File: src/rtl/ws2812_pkg.sv
// ws2812_pkg: shared definitions for the WS2812 chain driver.
//   - ws_state_e       : frame sequencer states
//   - WS_PIX_W         : pixel word width (24, GRB order chosen by the caller)
//   - WS_*_12M         : default bit/latch timing in clocks at 12 MHz
// Optional feature macro used by this slice: WS_BRIGHTNESS_EN.
package ws2812_pkg;

  localparam int WS_PIX_W          = 24;

  // 1.25 us bit, 0.42/0.83 us high times, 50 us latch at 12 MHz
  localparam int WS_BIT_CYCLES_12M = 15;
  localparam int WS_T0H_12M        = 5;
  localparam int WS_T1H_12M        = 10;
  localparam int WS_LATCH_12M      = 600;

  typedef enum logic [1:0] {
    ST_IDLE,
    ST_FETCH,
    ST_SHIFT,
    ST_LATCH
  } ws_state_e;

endpackage

File: src/rtl/ws2812_chain_driver_if.sv
// ws2812_chain_driver_if: control and frame-store port of the chain driver.
//   start    : frame request (controller -> driver)
//   busy     : frame in progress, latch period included (driver -> controller)
//   done     : one-cycle completion pulse (driver -> controller)
//   pix_req  : one-cycle read strobe (driver -> frame store)
//   pix_addr : pixel index, valid with pix_req (driver -> frame store)
//   pix_data : pixel word, returned the cycle after pix_req (frame store -> driver)
//   bright   : global brightness shift, only when WS_BRIGHTNESS_EN is defined
// Modports: master = driver side, slave = controller/frame-store side.
interface ws2812_chain_driver_if #(
  parameter int AW = 4
);
  import ws2812_pkg::*;

  logic                start;
  logic                busy;
  logic                done;
  logic                pix_req;
  logic [AW-1:0]       pix_addr;
  logic [WS_PIX_W-1:0] pix_data;
`ifdef WS_BRIGHTNESS_EN
  logic [2:0]          bright;

  modport master (input start, input pix_data, input bright,
                  output busy, output done, output pix_req, output pix_addr);
  modport slave  (output start, output pix_data, output bright,
                  input busy, input done, input pix_req, input pix_addr);
`else
  modport master (input start, input pix_data,
                  output busy, output done, output pix_req, output pix_addr);
  modport slave  (output start, output pix_data,
                  input busy, input done, input pix_req, input pix_addr);
`endif

endinterface

File: src/rtl/ws2812_bit_encoder.sv
// ws2812_bit_encoder: NRZ waveform for one WS2812 bit at a time.
//   clk, rst_n : clock, asynchronous active-low reset
//   bit_start  : begin a bit on this edge (allowed when idle or with bit_last)
//   bit_val    : value of the bit being sent; must stay stable for the whole bit
//   ws_data    : registered serial output, high for T0H/T1H then low
//   bit_last   : high in the final cycle of the current bit
module ws2812_bit_encoder #(
  parameter int BIT_CYCLES = 15,
  parameter int T0H_CYCLES = 5,
  parameter int T1H_CYCLES = 10
) (
  input  logic clk,
  input  logic rst_n,
  input  logic bit_start,
  input  logic bit_val,
  output logic ws_data,
  output logic bit_last
);

  localparam int CW = $clog2(BIT_CYCLES);

  logic [CW-1:0] cnt_reg, cnt_next, cnt_inc, high_len;
  logic          ws_reg, ws_next;
  logic          active_reg, active_next;

  always_ff @(posedge clk or negedge rst_n) begin
    if (!rst_n) begin
      cnt_reg    <= '0;
      ws_reg     <= 1'b0;
      active_reg <= 1'b0;
    end else begin
      cnt_reg    <= cnt_next;
      ws_reg     <= ws_next;
      active_reg <= active_next;
    end
  end

  always_comb begin
    high_len    = bit_val ? CW'(T1H_CYCLES) : CW'(T0H_CYCLES);
    cnt_inc     = cnt_reg + CW'(1);
    bit_last    = active_reg && (cnt_reg == CW'(BIT_CYCLES - 1));
    cnt_next    = cnt_reg;
    ws_next     = ws_reg;
    active_next = active_reg;
    if (bit_start) begin
      // Every bit opens with a high phase, whatever its value
      cnt_next    = '0;
      ws_next     = 1'b1;
      active_next = 1'b1;
    end else if (bit_last) begin
      cnt_next    = '0;
      ws_next     = 1'b0;
      active_next = 1'b0;
    end else if (active_reg) begin
      // Output for the coming cycle: high while its index is below the high time
      cnt_next = cnt_inc;
      ws_next  = (cnt_inc < high_len);
    end
  end

  assign ws_data = ws_reg;

endmodule

File: src/rtl/ws2812_chain_driver.sv
// ws2812_chain_driver: sends NUM_LEDS 24-bit pixels, MSB first, as a gap-free
// WS2812 NRZ stream followed by a LATCH_CYCLES low period; one frame per start.
//   clk, rst_n : clock, asynchronous active-low reset
//   bus        : ws2812_chain_driver_if.master (start/busy/done, pixel read port)
//   ws_data    : serial LED data
// Optional feature: WS_BRIGHTNESS_EN adds bus.bright, a per-byte right shift
// applied when a pixel word is captured.
module ws2812_chain_driver
  import ws2812_pkg::*;
#(
  parameter int NUM_LEDS     = 16,
  parameter int BIT_CYCLES   = WS_BIT_CYCLES_12M,
  parameter int T0H_CYCLES   = WS_T0H_12M,
  parameter int T1H_CYCLES   = WS_T1H_12M,
  parameter int LATCH_CYCLES = WS_LATCH_12M
) (
  input  logic                          clk,
  input  logic                          rst_n,
  ws2812_chain_driver_if.master         bus,
  output logic                          ws_data
);

  localparam int AW = (NUM_LEDS > 1) ? $clog2(NUM_LEDS) : 1;
  localparam int LW = $clog2(LATCH_CYCLES + 1);
  localparam logic [AW-1:0] LAST_PIX = AW'(NUM_LEDS - 1);

  if (!(T0H_CYCLES >= 1 && T0H_CYCLES < T1H_CYCLES && T1H_CYCLES < BIT_CYCLES))
  begin : g_bad_timing
    $error("ws2812_chain_driver: timing must satisfy 1 <= T0H < T1H < BIT_CYCLES");
  end
  if (NUM_LEDS < 1 || LATCH_CYCLES < 1) begin : g_bad_size
    $error("ws2812_chain_driver: NUM_LEDS and LATCH_CYCLES must be at least 1");
  end

  ws_state_e           state_reg, state_next;
  logic                busy_reg, busy_next;
  logic                done_reg, done_next;
  logic                pix_req_reg, pix_req_next;
  logic [AW-1:0]       pix_addr_reg, pix_addr_next;
  logic                rd_valid_reg;
  logic [WS_PIX_W-1:0] shift_reg, shift_next;
  logic [WS_PIX_W-1:0] shadow_reg, shadow_next;
  logic [4:0]          bit_idx_reg, bit_idx_next;
  logic [AW-1:0]       pix_idx_reg, pix_idx_next;
  logic [LW-1:0]       latch_reg, latch_next;
  logic [WS_PIX_W-1:0] pix_cap;
  logic                bit_start, bit_last;

`ifdef WS_BRIGHTNESS_EN
  genvar gi;
  for (gi = 0; gi < 3; gi++) begin : g_dim
    assign pix_cap[gi*8 +: 8] = bus.pix_data[gi*8 +: 8] >> bus.bright;
  end
`else
  assign pix_cap = bus.pix_data;
`endif

  always_ff @(posedge clk or negedge rst_n) begin
    if (!rst_n) begin
      state_reg    <= ST_IDLE;
      busy_reg     <= 1'b0;
      done_reg     <= 1'b0;
      pix_req_reg  <= 1'b0;
      pix_addr_reg <= '0;
      rd_valid_reg <= 1'b0;
      shift_reg    <= '0;
      shadow_reg   <= '0;
      bit_idx_reg  <= '0;
      pix_idx_reg  <= '0;
      latch_reg    <= '0;
    end else begin
      state_reg    <= state_next;
      busy_reg     <= busy_next;
      done_reg     <= done_next;
      pix_req_reg  <= pix_req_next;
      pix_addr_reg <= pix_addr_next;
      // Frame store answers one cycle after the strobe
      rd_valid_reg <= pix_req_reg;
      shift_reg    <= shift_next;
      shadow_reg   <= shadow_next;
      bit_idx_reg  <= bit_idx_next;
      pix_idx_reg  <= pix_idx_next;
      latch_reg    <= latch_next;
    end
  end

  always_comb begin
    state_next    = state_reg;
    busy_next     = busy_reg;
    done_next     = 1'b0;
    pix_req_next  = 1'b0;
    pix_addr_next = pix_addr_reg;
    shift_next    = shift_reg;
    shadow_next   = shadow_reg;
    bit_idx_next  = bit_idx_reg;
    pix_idx_next  = pix_idx_reg;
    latch_next    = latch_reg;
    bit_start     = 1'b0;
    unique case (state_reg)
      ST_IDLE: begin
        if (bus.start) begin
          state_next    = ST_FETCH;
          busy_next     = 1'b1;
          pix_req_next  = 1'b1;
          pix_addr_next = '0;
        end
      end
      ST_FETCH: begin
        if (rd_valid_reg) begin
          shift_next   = pix_cap;
          bit_idx_next = '0;
          pix_idx_next = '0;
          bit_start    = 1'b1;
          state_next   = ST_SHIFT;
        end
      end
      ST_SHIFT: begin
        // Prefetched word arrives during bit 23, well before its boundary
        if (rd_valid_reg) shadow_next = pix_cap;
        if (bit_last) begin
          // Strobe lands in the first cycle of bit 23
          if (bit_idx_reg == 5'd22 && pix_idx_reg != LAST_PIX) begin
            pix_req_next  = 1'b1;
            pix_addr_next = pix_idx_reg + AW'(1);
          end
          if (bit_idx_reg == 5'd23) begin
            if (pix_idx_reg == LAST_PIX) begin
              state_next = ST_LATCH;
              latch_next = LW'(LATCH_CYCLES);
            end else begin
              shift_next   = shadow_reg;
              pix_idx_next = pix_idx_reg + AW'(1);
              bit_idx_next = '0;
              bit_start    = 1'b1;
            end
          end else begin
            shift_next   = shift_reg << 1;
            bit_idx_next = bit_idx_reg + 5'd1;
            bit_start    = 1'b1;
          end
        end
      end
      ST_LATCH: begin
        if (latch_reg == LW'(1)) begin
          state_next = ST_IDLE;
          busy_next  = 1'b0;
          done_next  = 1'b1;
        end else begin
          latch_next = latch_reg - LW'(1);
        end
      end
      default: state_next = ST_IDLE;
    endcase
  end

  ws2812_bit_encoder #(
    .BIT_CYCLES (BIT_CYCLES),
    .T0H_CYCLES (T0H_CYCLES),
    .T1H_CYCLES (T1H_CYCLES)
  ) u_enc (
    .clk       (clk),
    .rst_n     (rst_n),
    .bit_start (bit_start),
    .bit_val   (shift_reg[WS_PIX_W-1]),
    .ws_data   (ws_data),
    .bit_last  (bit_last)
  );

  assign bus.busy     = busy_reg;
  assign bus.done     = done_reg;
  assign bus.pix_req  = pix_req_reg;
  assign bus.pix_addr = pix_addr_reg;

endmodule
File: src/flat_wrapper.sv
// flat-port wrapper written by rule: the top's interface ports become plain ports
module ws2812_chain_driver_flat import ws2812_pkg::*;
#(
  parameter int NUM_LEDS     = 16,
  parameter int BIT_CYCLES   = WS_BIT_CYCLES_12M,
  parameter int T0H_CYCLES   = WS_T0H_12M,
  parameter int T1H_CYCLES   = WS_T1H_12M,
  parameter int LATCH_CYCLES = WS_LATCH_12M
)
  (clk, rst_n, ws_data, bus_start, bus_pix_data, bus_busy, bus_done, bus_pix_req, bus_pix_addr);
  ws2812_chain_driver_if bus_i ();
  input  logic clk;
  input  logic rst_n;
  output logic ws_data;
  input wire logic [$bits(bus_i.start)-1:0] bus_start;
  input wire logic [$bits(bus_i.pix_data)-1:0] bus_pix_data;
  output wire logic [$bits(bus_i.busy)-1:0] bus_busy;
  output wire logic [$bits(bus_i.done)-1:0] bus_done;
  output wire logic [$bits(bus_i.pix_req)-1:0] bus_pix_req;
  output wire logic [$bits(bus_i.pix_addr)-1:0] bus_pix_addr;
  assign bus_i.start = bus_start;
  assign bus_i.pix_data = bus_pix_data;
  assign bus_busy = bus_i.busy;
  assign bus_done = bus_i.done;
  assign bus_pix_req = bus_i.pix_req;
  assign bus_pix_addr = bus_i.pix_addr;
  ws2812_chain_driver #(.NUM_LEDS(NUM_LEDS), .BIT_CYCLES(BIT_CYCLES), .T0H_CYCLES(T0H_CYCLES), .T1H_CYCLES(T1H_CYCLES), .LATCH_CYCLES(LATCH_CYCLES)) u_core (.clk(clk), .rst_n(rst_n), .bus(bus_i), .ws_data(ws_data));
endmodule
File: config.mk
export PLATFORM = sky130hd
export DESIGN_NAME = ws2812_chain_driver_flat
export DESIGN_NICKNAME = d
export VERILOG_FILES = /design/src/rtl/ws2812_pkg.sv /design/src/rtl/ws2812_chain_driver_if.sv /design/src/rtl/ws2812_bit_encoder.sv /design/src/rtl/ws2812_chain_driver.sv /design/src/flat_wrapper.sv
export SDC_FILE = /design/constraint.sdc
export NUM_CORES = 1
export LEC_CHECK = 0
export CORE_MARGIN = 3
export CORE_UTILIZATION = 25
export CTS_CLUSTER_DIAMETER = 50
export DETAILED_ROUTE_END_ITERATION = 10
export PLACE_DENSITY = 0.41
export SETUP_SLACK_MARGIN = 0.15
export SLEW_MARGIN = 30
export SYNTH_ARGS = -nofsm -noshare
export SYNTH_HDL_FRONTEND = slang
export SYNTH_HIERARCHICAL = 1
export SYNTH_SLANG_ARGS = --single-unit
File: constraint.sdc
create_clock -name clk -period 5.4 [get_ports clk]
set_input_delay 0.81 -clock clk [delete_from_list [all_inputs] [get_ports clk]]
set_output_delay 0.81 -clock clk [all_outputs]
set_load 0.03 [all_outputs]
=== Word-level counts from Yosys, hierarchy flattened ===
Cells that the tools add are included.

* Logic and storage cells: 108
* Output and inout port bits: 8
* Input bits: 27
* Register bits after elaboration: 83

* $add $sub $neg: 4
* Mux-type cells: 54
* Reduce and logical (&&, ||, !) cells: 16
* $lt $le $gt $ge: 1
* Equality and inequality tests: 19

{| class="wikitable"
|+ Operators by type and width
! kind !! count
|-
| two-way mux 24 bit || 4
|-
| one-hot mux 24 bit (2 select lines) || 1
|-
| two-way mux 4 bit || 11
|-
| two-way mux 10 bit || 4
|-
| two-way mux 5 bit || 4
|-
| one-hot mux 10 bit (2 select lines) || 1
|-
| two-way mux 1 bit || 16
|-
| one-hot mux 4 bit (2 select lines) || 2
|-
| two-way mux 2 bit || 6
|-
| inequality test 2 x 1 -> 1 bit (second input constant) || 6
|-
| equality test 10 x 1 -> 1 bit (second input constant) || 1
|-
| equality test 5 bit (second input constant) || 2
|-
| one-hot mux 5 bit (2 select lines) || 1
|-
| AND reduction 5 bit || 2
|-
| nonzero test 2 bit || 5
|-
| subtractor 10 x 1 -> 10 bit (second input constant) || 1
|-
| adder 4 x 1 -> 4 bit (second input constant) || 2
|-
| equality test 4 bit (second input constant) || 2
|-
| one-hot mux 2 bit (4 select lines) || 1
|-
| AND reduction 4 bit || 2
|-
| inequality test 2 bit (second input constant) || 3
|-
| one-hot mux 1 bit (2 select lines) || 3
|-
| AND reduction 6 bit || 1
|-
| adder 5 x 1 -> 5 bit (second input constant) || 1
|-
| other kinds (10) || 12
|}

=== Longest topological paths before layout ===
* Depth after elaboration: 6
* Gate-level depth with buffers: 9
* Mapped depth without buffers: 9

=== By module ===
The synthesis kept the hierarchy.

{| class="wikitable"
|+ Modules (own cells, without submodules)
! module !! cells an instance !! area an instance (sq um) !! times used !! seq. area each (sq um)
|-
| ws2812_chain_driver || 384 || 4047.6 || 1 || 1926.8
|-
| ws2812_bit_encoder || 45 || 390.4 || 1 || 150.1
|}

=== Least setup slack after synthesis ===
OpenSTA, ideal clock, no wires.

* Path type: reg-to-reg
* Start: reg u_core.state_reg[0]
* End: reg u_core.shift_reg[10]
* Arrival time: 2017 ps
* Library setup time: 125 ps
* Slack: 3258 ps
* Buffers on the path: 3
* Period minus slack after synthesis: 2142 ps
* Stages on the path, launching flop included: 10
* Required time: 5275 ps
* Cell sequence: dfrtp_1 inv_1 ha_1 buf_4 clkinv_1 o22ai_2 or2_1 buf_6 buf_6 mux2_4

* Word-level cells in the longest chain between the ends: 3
* Elaborated cells on any way between the ends: 8
* Those cells by class: 5 x eq/ne; 1 x mux; 2 x reduce/logical

{| class="wikitable"
|+ Ends and longest elaborated chain
! what !! line !! text
|-
| start: declaration || ws2812_chain_driver.sv:35 || <nowiki>ws_state_e state_reg, state_next;</nowiki>
|-
| start signal: assignment || ws2812_chain_driver.sv:72 || <nowiki>state_reg <= state_next;</nowiki>
|-
| equality test 2 bit / equality test 2 x 1 -> 1 bit (equally long branches) || ws2812_chain_driver.sv:99 || <nowiki>unique case (state_reg)</nowiki>
|-
| inequality test 3 bit (no line) (tied with other cells) || -- ||
|-
| AND reduction 4 bit (no line) || -- ||
|-
| end signal: assignment || ws2812_chain_driver.sv:79 || <nowiki>shift_reg <= shift_next;</nowiki>
|-
| end: declaration || ws2812_chain_driver.sv:41 || <nowiki>logic [WS_PIX_W-1:0] shift_reg, shift_next;</nowiki>
|}

Parallel ways exist; a longest one is shown, timed or not.
A chain may end at the register's enable or synchronous reset.

=== Final worst setup path ===
* Start: reg u_core.bit_idx_reg[0]
* End: reg u_core.shift_reg[19]

* Word-level cells in the longest chain between the ends: 4
* Elaborated cells on any way between the ends: 6
* Those cells by class: 2 x eq/ne; 3 x mux; 1 x reduce/logical

{| class="wikitable"
|+ Ends and longest elaborated chain
! what !! line !! text
|-
| start: declaration || ws2812_chain_driver.sv:43 || <nowiki>logic [4:0] bit_idx_reg, bit_idx_next;</nowiki>
|-
| start signal: assignment || ws2812_chain_driver.sv:81 || <nowiki>bit_idx_reg <= bit_idx_next;</nowiki>
|-
| equality test 5 bit (*) || ws2812_chain_driver.sv:126 || <nowiki>if (bit_idx_reg == 5'd23) begin</nowiki>
|-
| two-way mux 24 bit || ws2812_chain_driver.sv:126 ||
|-
| two-way mux 24 bit || ws2812_chain_driver.sv:120 || <nowiki>if (bit_last) begin</nowiki>
|-
| one-hot mux 24 bit (2 select lines) || ws2812_chain_driver.sv:99 ||
|}

Every way passes the cells marked *; elsewhere a longest branch is shown, timed or not. The select of a mux whose other input is x is not followed.

==> reports/qor.yml <==
run_status:
  status: "finished clean"
timing:
  finalHoldViolCount: 0
  max_freq_mhz: 356.3
  fin_skew_ns: 0.009477
  maxSlewViolCount: 0
  fin_tns_setup_ns: 0
  rsz0062_at_grt: "no"
  timing.final.crit_share_pct: 51.97
  max-slew-margin-rel_pct: 46.28
  tightestPinTransition_ns: 0.7987
  period_needed_ns: 2.806
  setup_slack_ns: 2.594
  finalSetupViolations: 0
setup_path:
  path_depth: 6
  cp_num_buf_inv: 1
  crit_path_start_kind: "register"
  path_class: "register to register"
  reg2reg_depth: 6
  cp.required_ns: 5.63
  crit_slowest_cell: "and4b_4"
  rrSetupSlack_ns: 2.59
  cp_max_fo: 30
  critPathCapture: "u_core/shift_reg[19]"
  crit_path_end_kind: "register"
  r2r-end: "u_core/shift_reg[19]"
  cp.arrival_ns: 3.03
  r2r_start: "u_core/bit_idx_reg[0]"
  path_cells: "ha_1, and4b_4, a31o_1, or2_1, buf_4, mux2_1"
  crit_start: "u_core/bit_idx_reg[0]"
  slowest_delay_ns: 0.56
  cpLargestDelayFamily: "simple AND/OR/NAND/NOR gates"
routing:
  wirelength_mm: 9.883
  viasPerCell: 4.677
  dr.first_iter.drc_count: 114
  wire_per_inst_um: 14.39
  route.detailed.drc: 0
  drtPass1Iterations: 4
  postRouteAntennaNets: 0
  dr_total_vias: 3213
clock_network:
  cts.clk_slew.worst_paths_ns: 0.06
  htree_levels: 3
  clk_latency_ns: 0.35
  cts.sinks: 83
  cts_buffer_depth: 2
  cts_buffers: 9
  post-cts-setup-buffer-count: 0
  cts_resized: 0
  cts_tree: "done"
  root_buffer: "clkbuf_16"
  ctsHoldBuffers: 0
logic_synthesis:
  syn_nets: 471
  synth_area_per_cell_um2: 10.35
  ys_ff_latch: 83
  synthArstFlopShare_pct: 100.0
  synth_edf_count: 0
  yosysSeqAreaShare_pct: 46.80
  netlist_instances: 429
  synth_flop_cell: "dfrtp_1"
  netlist-cell-type-count: 59
  netlist_area_um2: 4438
  yosys_warnings: 6
grt:
  busiest_layer: "met2"
  grt-ovfl-total: 0
  gr-usage-met1_pct: 14.33
  grt_pass1_vias: 3292
  grt_usage_pct: 10.52
  grt_pass1_wl_mm: 16.60
  use_met3_pct: 1.924
  grt_start_max_net_pins: 63
  met2_usage_pct: 16.26
  antenna_found_initial: 0
pwr:
  p_leak_nw: 2.318
  ir_worst_vdd_mv: 0.1513
  powerDensity_nw_per_um2: 255.8
floorplanning:
  coreArea_um2: 17360
  fp.dieArea_um2: 19390
  row_count: 48
  boundaryPins: 35
  initial_core_util_pct: 25.57
  die_h_um: 139.2
  fp.dieW_um: 139.2
place:
  dpl_worst_slack_ns: 2.552
  dp_hpwl_mm: 6.625
  io_buffers: 34
  place_congestion: 0.7489
layout:
  nFillCells: 1780
  nets: 499
  drive_above_1_share_pct: 17.75
  diodes: 0
  area_growth_pct: 19.54
flow_run:
  drv_cap: 0
worst_hold_path:
  min_path_type: "input port to async pin"
==> worst min path at each step <==
stage / to / slack [ns] / cells after the start
floorplan: u_core/shift_reg[16] / 0.46 / 1
global placement: u_core/rd_valid_reg / 0.41 / 0
detailed placement: u_core/rd_valid_reg / 0.42 / 0
CTS: u_core/u_enc/ws_data / 0.30 / 1
global route: u_core/u_enc/ws_data / 0.31 / 1
finish: u_core/u_enc/ws_data / 0.31 / 1
==> power by group <==
part,internal [mW],switching [mW]
Combinational,0.0395,0.0306
Clock,0.383,0.255
Sequential,0.640,0.00885
==> worst register-to-register path: stages (launching register included) <==
cell	delay, ns
dfrtp_1	0.41
ha_1	0.29
and4b_4	0.56
a31o_1	0.29
or2_1	0.40
buf_4	0.38
mux2_1	0.37
==> cells by family (layout without fill, tap and decap cells) <==
family	after synthesis	after routing	synth area share (%)
AO/OA/AOI/OAI	85	85	13.08
XOR/XNOR	4	4	0.7895
adder cells (fa/ha/maj)	15	15	4.229
buffers and inverters	37	70	3.806
flip-flops	83	83	46.80
multiplexers	58	58	15.62
AND/OR/NAND/NOR	147	147	15.68
==> area by class of cell <==
| cell class | count | area [um2] | share of cell area (%) |
|---|---|---|---|
| well taps | 225 | 281.5 | 5.307 |
| flip-flops and latches | 83 | 2077 | 39.15 |
| multi-input cells | 309 | 2197 | 41.42 |
| clock buffers | 12 | 256.5 | 4.835 |
| clock inverters | 4 | 48.80 | 0.9198 |
| repair buffers | 39 | 387.9 | 7.311 |
| inverters | 15 | 56.30 | 1.061 |
==> metrics by stage <==
| stage | util, % | cell area, um2 | total power, mW | hold slack, ns | std cells |
|---|---|---|---|---|---|
| 3_5_place_dp | 28.81 | 5000 | 0.7329 | 0.4219 | 671 |
| 3_3_place_gp | 28.68 | 4977 | 0.7299 | 0.4119 | 670 |
| 4_1_cts | 30.57 | 5305 | 1.383 | 0.3021 | 687 |
| 2_1_floorplan | - | 4438 | 0.6873 | 0.4641 | 429 |
| 5_1_grt | 30.57 | 5305 | 1.417 | 0.3125 | 687 |
| 6_report | 30.57 | 5305 | 1.357 | 0.3085 | 687 |
==> cells in the mapped netlist (2+ instances only) <==
| library cell | count | share of area (%) |
|---|---|---|
| buf_6 | 3 | 0.76 |
| o21ai_0 | 11 | 1.2 |
| ha_1 | 15 | 4.2 |
| inv_1 | 14 | 1.2 |
| and3_1 | 2 | 0.28 |
| dfrtp_1 | 83 | 47 |
| a21o_1 | 4 | 0.68 |
| xor2_1 | 2 | 0.39 |
| buf_1 | 2 | 0.17 |
| mux2_2 | 39 | 9.9 |
| buf_2 | 3 | 0.34 |
| or3_1 | 2 | 0.28 |
| nand3b_1 | 3 | 0.51 |
| mux2_4 | 11 | 3.7 |
| o211ai_1 | 5 | 0.85 |
| o31ai_1 | 5 | 0.85 |
| mux2_1 | 7 | 1.8 |
| nor2b_1 | 3 | 0.42 |
| nor4_1 | 2 | 0.28 |
| nand4b_1 | 4 | 0.79 |
| a21oi_1 | 11 | 1.2 |
| nand3_1 | 9 | 1.0 |
| xnor2_1 | 2 | 0.39 |
| nand2_1 | 67 | 5.7 |
| nor2_1 | 37 | 3.1 |
| a31oi_1 | 30 | 4.2 |
| clkbuf_1 | 13 | 1.1 |
| o311ai_0 | 2 | 0.39 |
| nand4_1 | 4 | 0.56 |
| nor3_1 | 4 | 0.45 |
| a311oi_1 | 2 | 0.39 |
==> layout by cell type, fill, tap and decap left out, types with 7 or more instances in the layout <==
cell type,count
clkbuf_16,9
mux2_1,7
a21oi_1,11
inv_1,14
mux2_4,11
nor2_1,37
clkdlybuf4s50_1,33
dfrtp_1,83
mux2_2,39
o21ai_0,11
a31oi_1,30
nand3_1,9
nand2_1,66
ha_1,14
==> layer usage <==
| metal | wire, um | part of all wire (%) | up-vias |
|---|---|---|---|
| met5 | 0 | 0 | - |
| met1 | 4955 | 50 | 1575 |
| met3 | 227 | 2.3 | 12 |
| met4 | 205 | 2.1 | 0 |
| met2 | 4495 | 45 | 35 |
| li1 | - | - | 1591 |
(Power assumes the default switching activity.)
